==> config.mk <==
export PLATFORM = sky130hd
export DESIGN_NAME = onehot_codec_pipe
export DESIGN_NICKNAME = d
export VERILOG_FILES = /design/src/rtl/onehot_codec_pipe.sv
export SDC_FILE = /design/constraint.sdc
export NUM_CORES = 1
export LEC_CHECK = 0
export CORE_MARGIN = 2
export CORE_UTILIZATION = 44
export DETAILED_ROUTE_END_ITERATION = 8
export HOLD_SLACK_MARGIN = 0.12
export PLACE_DENSITY = 0.88
export SYNTH_ARGS = -nofsm -noshare
export SYNTH_HDL_FRONTEND = slang
export SYNTH_SLANG_ARGS = --single-unit
export TNS_END_PERCENT = 50
==> constraint.sdc <==
create_clock -name clk -period 1.95 [get_ports clk]
set_input_delay 0.195 -clock clk [delete_from_list [all_inputs] [get_ports clk]]
set_output_delay 0.195 -clock clk [all_outputs]
set_load 0.05 [all_outputs]
==> src/rtl/onehot_codec_pipe.sv <==
// Registered binary<->one-hot codec with valid/ready flow control.
// One output register stage; illegal codes are flagged and counted.
module onehot_codec_pipe #(
    parameter int BIN_W = 4,
    parameter int OH_W  = 16,
    parameter int CNT_W = 8
) (
    input  logic             clk,
    input  logic             rst,
    input  logic             mode_i,
    input  logic             in_valid_i,
    output logic             in_ready_o,
    input  logic [OH_W-1:0]  in_data_i,
    output logic             out_valid_o,
    input  logic             out_ready_i,
    output logic [OH_W-1:0]  out_data_o,
    output logic             out_err_o,
    output logic [CNT_W-1:0] err_cnt_o
);

    logic [BIN_W-1:0] idx;
    logic [BIN_W-1:0] low_idx;
    logic [OH_W-1:0]  enc_data;
    logic [OH_W-1:0]  next_data;
    logic             enc_err;
    logic             dec_err;
    logic             next_err;
    logic             accept;

    assign in_ready_o = !out_valid_o || out_ready_i;
    assign accept     = in_valid_i && in_ready_o;

    always_comb begin
        idx      = in_data_i[BIN_W-1:0];
        enc_data = '0;
        enc_err  = 1'b1;
        if (32'(idx) < OH_W) begin
            enc_data = OH_W'(1) << idx;
            enc_err  = 1'b0;
        end
    end

    // Scan downward so the lowest set bit wins on multi-hot input.
    always_comb begin
        low_idx = '0;
        for (int i = OH_W - 1; i >= 0; i--) begin
            if (in_data_i[i]) begin
                low_idx = BIN_W'(i);
            end
        end
        dec_err = (in_data_i == '0)
               || (|(in_data_i & (in_data_i - OH_W'(1))));
    end

    always_comb begin
        next_data = enc_data;
        next_err  = enc_err;
        if (mode_i) begin
            next_data = OH_W'(low_idx);
            next_err  = dec_err;
        end
    end

    always_ff @(posedge clk) begin
        if (rst) begin
            out_valid_o <= 1'b0;
            out_data_o  <= '0;
            out_err_o   <= 1'b0;
            err_cnt_o   <= '0;
        end else begin
            out_valid_o <= accept || (out_valid_o && !out_ready_i);
            if (accept) begin
                out_data_o <= next_data;
                out_err_o  <= next_err;
                if (next_err && (err_cnt_o != '1)) begin
                    err_cnt_o <= err_cnt_o + CNT_W'(1);
                end
            end
        end
    end

endmodule

---- Word-level counts from Yosys, hierarchy flattened ----
Index checks and enable logic that the tools add are counted.
word-level totals
  register bits ........................... 26
  input bits .............................. 21
cells by class
  $add $sub $neg .......................... 2
  equality and inequality tests ........... 1
  shift operators ......................... 1
  muxes and demuxes ....................... 18
  bitwise logic cells ..................... 1
  reductions and logical operators ........ 11
operators by type and width
  operator               count
  $mux 4                 16
  $and 16x16->16         1
  $logic_not 16->1       1
  $mux 16                1
  $reduce_or 16->1       1
  $shl 1x4->16 const A   1
  $sub 16x1->16 const B  1
  $add 8x1->8 const B    1
  $ne 8x8->1 const B     1
  $logic_and 1x1->1      3
  $logic_or 1x1->1       3
  $logic_not 1->1        2
  $reduce_and 2->1       1
  $mux 1                 1

---- Depth between registers and ports, before layout ----
  depth in word-level cells ............... 17
  depth in mapped cells ................... 8
  gate-level depth less buffers ........... 7

---- Worst setup path after synthesis ----
Ideal clock, no wire load.
  path kind ............................... reg2reg
  from .................................... register out_valid_o
  to ...................................... register err_cnt_o[5]
  library setup time ...................... 0.116 ns
  data arrival time ....................... 2.055 ns
  data required time ...................... 1.834 ns
  setup slack ............................. -0.222 ns
  cell stages (with the launch flop) ...... 7
  buffers on the path ..................... 0
  clock period less this slack ............ 2.172 ns
  cells stage by stage .................... dfxtp_1 -> nand2b_1 -> nand3_1 -> a31oi_1 -> and3_4 -> a311oi_1 -> a41o_1
between the ends
  cells in the longest elaborated chain, start to end .. 4
ends and longest elaborated chain
  element                            RTL line  source
  from (decl)                        14        output logic out_valid_o,
  from (signal assigned)             71        out_valid_o <= accept || (out_valid_o && !out_ready_i);
  $logic_not 1->1                    30        assign in_ready_o = !out_valid_o || out_ready_i;
  $logic_or 1x1->1                   30
  via in_ready_o                     12        output logic in_ready_o,
  $logic_and 1x1->1                  31        assign accept = in_valid_i && in_ready_o;
  $reduce_and 2->1 (no source line)  --
  to (signal assigned)               76        err_cnt_o <= err_cnt_o + CNT_W'(1);
  to (decl)                          18        output logic [CNT_W-1:0] err_cnt_o
The timed path passes the listed nets, and every way through them passes these cells.
A chain may end at the register's enable or synchronous reset.

---- Worst setup path after layout ----
  from .................................... register err_cnt_o[3]
  to ...................................... output err_cnt_o[3]
No word-level cell between the ends.

==> results.txt <==
outcome: finished clean
worst setup path class: register to output port
area of the core: 3003 µm²
CTS tree: yes
clock sinks: 26
Leak: 0.9328 nW
met2 GRT Util: 42.39%
CTS buffer count: 3
Worst Setup End Kind: output port
DRC: 0
Die Y-Extent: 59.96 µm
drt total wl: 4410 µm
Ys Warns: 0
Final #Nets: 267
CTS root buf: clkbuf_4
Die X: 59.96 µm
Mapped Cells: 167
pwr dens: 481.2 nW/µm²
clock buffer depth: 2
Max Slew Vio Count: 0
share of layout cells above drive strength 1: 22.95%
mapped cell area: 1378 µm²
Distinct cells, synth: 42
Tmin final: 1.926 ns
number of cells on the critical path: 1
Detail Route Antenna Nets: 0
Synth-to-Final Area Change: 63.85%
Post-DP Area: 2093 µm²
total track usage: 24.53%
Worst setup SP type: register
Reg area: 521.8 µm²
Slew @ Worst Pin: 0.5177 ns
Primary FF master, synth: dfxtp_1
Clock transition at path regs: 0.14 ns
cell with the most instances after synthesis: nor2_1
Hold Fails Final Rpt: 0
post-synthesis async set-or-reset flop share: 0%
max-cap violation count: 0
gpl congestion: 0.8311
FMAX: 0.5192 GHz
cell area after layout: 2257 µm²
total gr overflow: 0
Critical R2R Launch: err_cnt_o[0]$_SDFFE_PP0P_
most frequent cells after synthesis: 29 x nor2_1, 26 x dfxtp_1, 9 x a21oi_1, 9 x a22oi_1, 8 x clkbuf_1
CP max-delay cell: clkdlybuf4s50_1
CP peak stage delay: 0.88 ns
crit path cell chain: clkdlybuf4s50_1
Yosys reg bits: 26
Top Usage Layer GRT: met2
pin count of the biggest net entering global routing: 16
met1 Use GR: 29.73%
vias in the first global route: 1507
# H-tree levels: 1
clk_lat worst skew: 0.33 ns
top cells by area, synth: dfxtp_1 38%, nor2_1 7.9%, a22oi_1 4.9%
delay-heaviest family, CP: buffers and inverters
via count: 1663
post-synthesis sequential area ratio: 37.78%
synthesized area per cell: 8.249 µm²
CP Data Required Time: 1.75 ns
Peak VDD IR: 0.5019 mV
Worst Path Arrival: 1.73 ns
Fill cells: 217
top-area cell type share of the netlist area: 37.78%
row cnt: 20
ant diodes: 0
first-pass GRT wire length: 6693 µm
HP Class: input pin to register
Initial Utilization: 45.87%
RSZ-0062 raised after global routing: true
IO Port Bufs: 47
WHS Path Cells: 4
peak fanout along the critical path: 6
EDFF count, synth: 0
syn nets: 189
Top Ports: 48
area occupied by multi-input gates: 893.4 µm²
DRT Pass-1 Iters: 4
Buf/Inv on CP: 1
DR iter-0 viols: 144
Die Area: 3595 µm²
final setup vio count: 0
hold_sp: in_data_i[0]
placed insts: 270
critical path startpoint: err_cnt_o[3]$_SDFFE_PP0P_
initial antenna violation count: 0
largest area contributor in the netlist: dfxtp_1
M3 GR Usage: 3.463%
Slew HR: 65.17%
post-DR wirelength/cell: 15.92 µm
hold slack: 0.3905 ns
clock skew: 0.003920 ns
Final HPWL DP: 3116 µm
R2R cell count: 6
Via density: 6.004
period utilisation layout: 98.77%
post-route insts no fill: 277
## timing repair
item                                    4_1_cts  5_1_grt
setup buffers                                 2        1
gates resized for setup                      11       18
endpoints found under the hold margin         0        0
pin swaps                                     6        8
endpoints found under the setup margin        6       10
hold buffers                                  0        0
## power by group
group | internal [mW] | switching (mW) | total (mW) | leakage (nW)
sequential | 0.541 | 0.00661 | 0.547 | 0.211
clock | 0.114 | 0.159 | 0.274 | 0.0210
combinational | 0.116 | 0.149 | 0.265 | 0.701
total | 0.771 | 0.315 | 1.09 | 0.933
## cells in the final DEF, fill, tap and decap left out, types with 2 or more instances in the layout
master	Yosys	routed
clkdlybuf4s50_1	0	33
buf_4	0	33
nor2_1	29	29
dfxtp_1	26	25
a22oi_1	9	9
a21oi_1	9	9
nand3_1	7	7
dlymetal6s2s_1	0	7
inv_1	6	6
nand2_1	6	5
and3_1	5	5
nor3_1	6	5
dlygate4sd2_1	0	5
a32oi_1	4	4
nor2b_1	3	3
nor4_1	5	3
nor4_4	1	3
o21ai_0	3	3
xor2_1	3	3
clkbuf_4	0	3
nand4_1	2	2
a31oi_2	0	2
a211oi_2	1	2
maj3_1	2	2
or3_1	2	2
a211oi_1	3	2
o31ai_1	2	2
o21bai_1	2	2
nand3b_1	2	2
buf_6	0	2
## flip-flops by register name (all words and copies together), names as in the netlist
name / cells
err_cnt_o: 8
out_valid_o: 1
out_data_o: 16
out_err_o: 1
## final cells by class
class / count / area share [%]
timing repair buffer: 81 / 32.87
multi-input combinational: 127 / 39.58
tap: 33 / 1.829
sequential: 26 / 23.12
inverter: 6 / 0.9978
clock buffer: 4 / 1.608
## routing by layer
layer,part of all wire [%],up-vias
met3,5.3,15
li1,-,781
met2,50,67
met4,3.1,0
met1,41,800
met5,0,-
## cells by family (layout without fill, tap and decap cells)
family,count (synthesis),after routing,share of synthesized area [%]
and+or+nand+nor,73,73,28.06
buffers and inverters,14,91,3.815
DFF,26,26,37.78
AOI/OAI and AO/OA,45,45,24.07
xor gates and xnor gates,5,5,3.180
adders and majority gates,3,3,2.361
muxes,1,1,0.7266
## worst reg2reg max path: cells and delay by family (launching register included)
family	cells	cell delay (ns)
AND/OR/NAND/NOR	3	0.72
adder cells (fa/ha/maj)	1	0.21
flip-flops	1	0.36
AO/OA/AOI/OAI	2	0.46
## path summary, 6_finish.rpt
| kind | end | slack, ns |
|---|---|---|
| setup / recovery | err_cnt_o[3] | 0.02 |
| hold / removal | out_data_o[3]$_SDFFE_PP0P_ | 0.39 |
| setup reg to reg | err_cnt_o[7]$_SDFFE_PP0P_ | 0.14 |
| hold reg to reg | out_data_o[0]$_SDFFE_PP0P_ | 0.50 |
## per-stage QoR
step | total power, mW | TNS (ns) | setup WS (ns) | util (%)
CTS | 1.079 | 0 | 0.001261 | 72.25
global placement | 0.8056 | -2.283 | -0.3312 | 69.71
detailed placement | 0.8114 | -3.462 | -0.5016 | 69.71
floorplan | 0.6709 | -0.01208 | -0.01208 | -
finish | 1.086 | 0 | 0.02407 | 75.17
global route | 1.125 | -0.1283 | -0.05357 | 75.17
No activity file was read; power rests on OpenSTA's default activity.
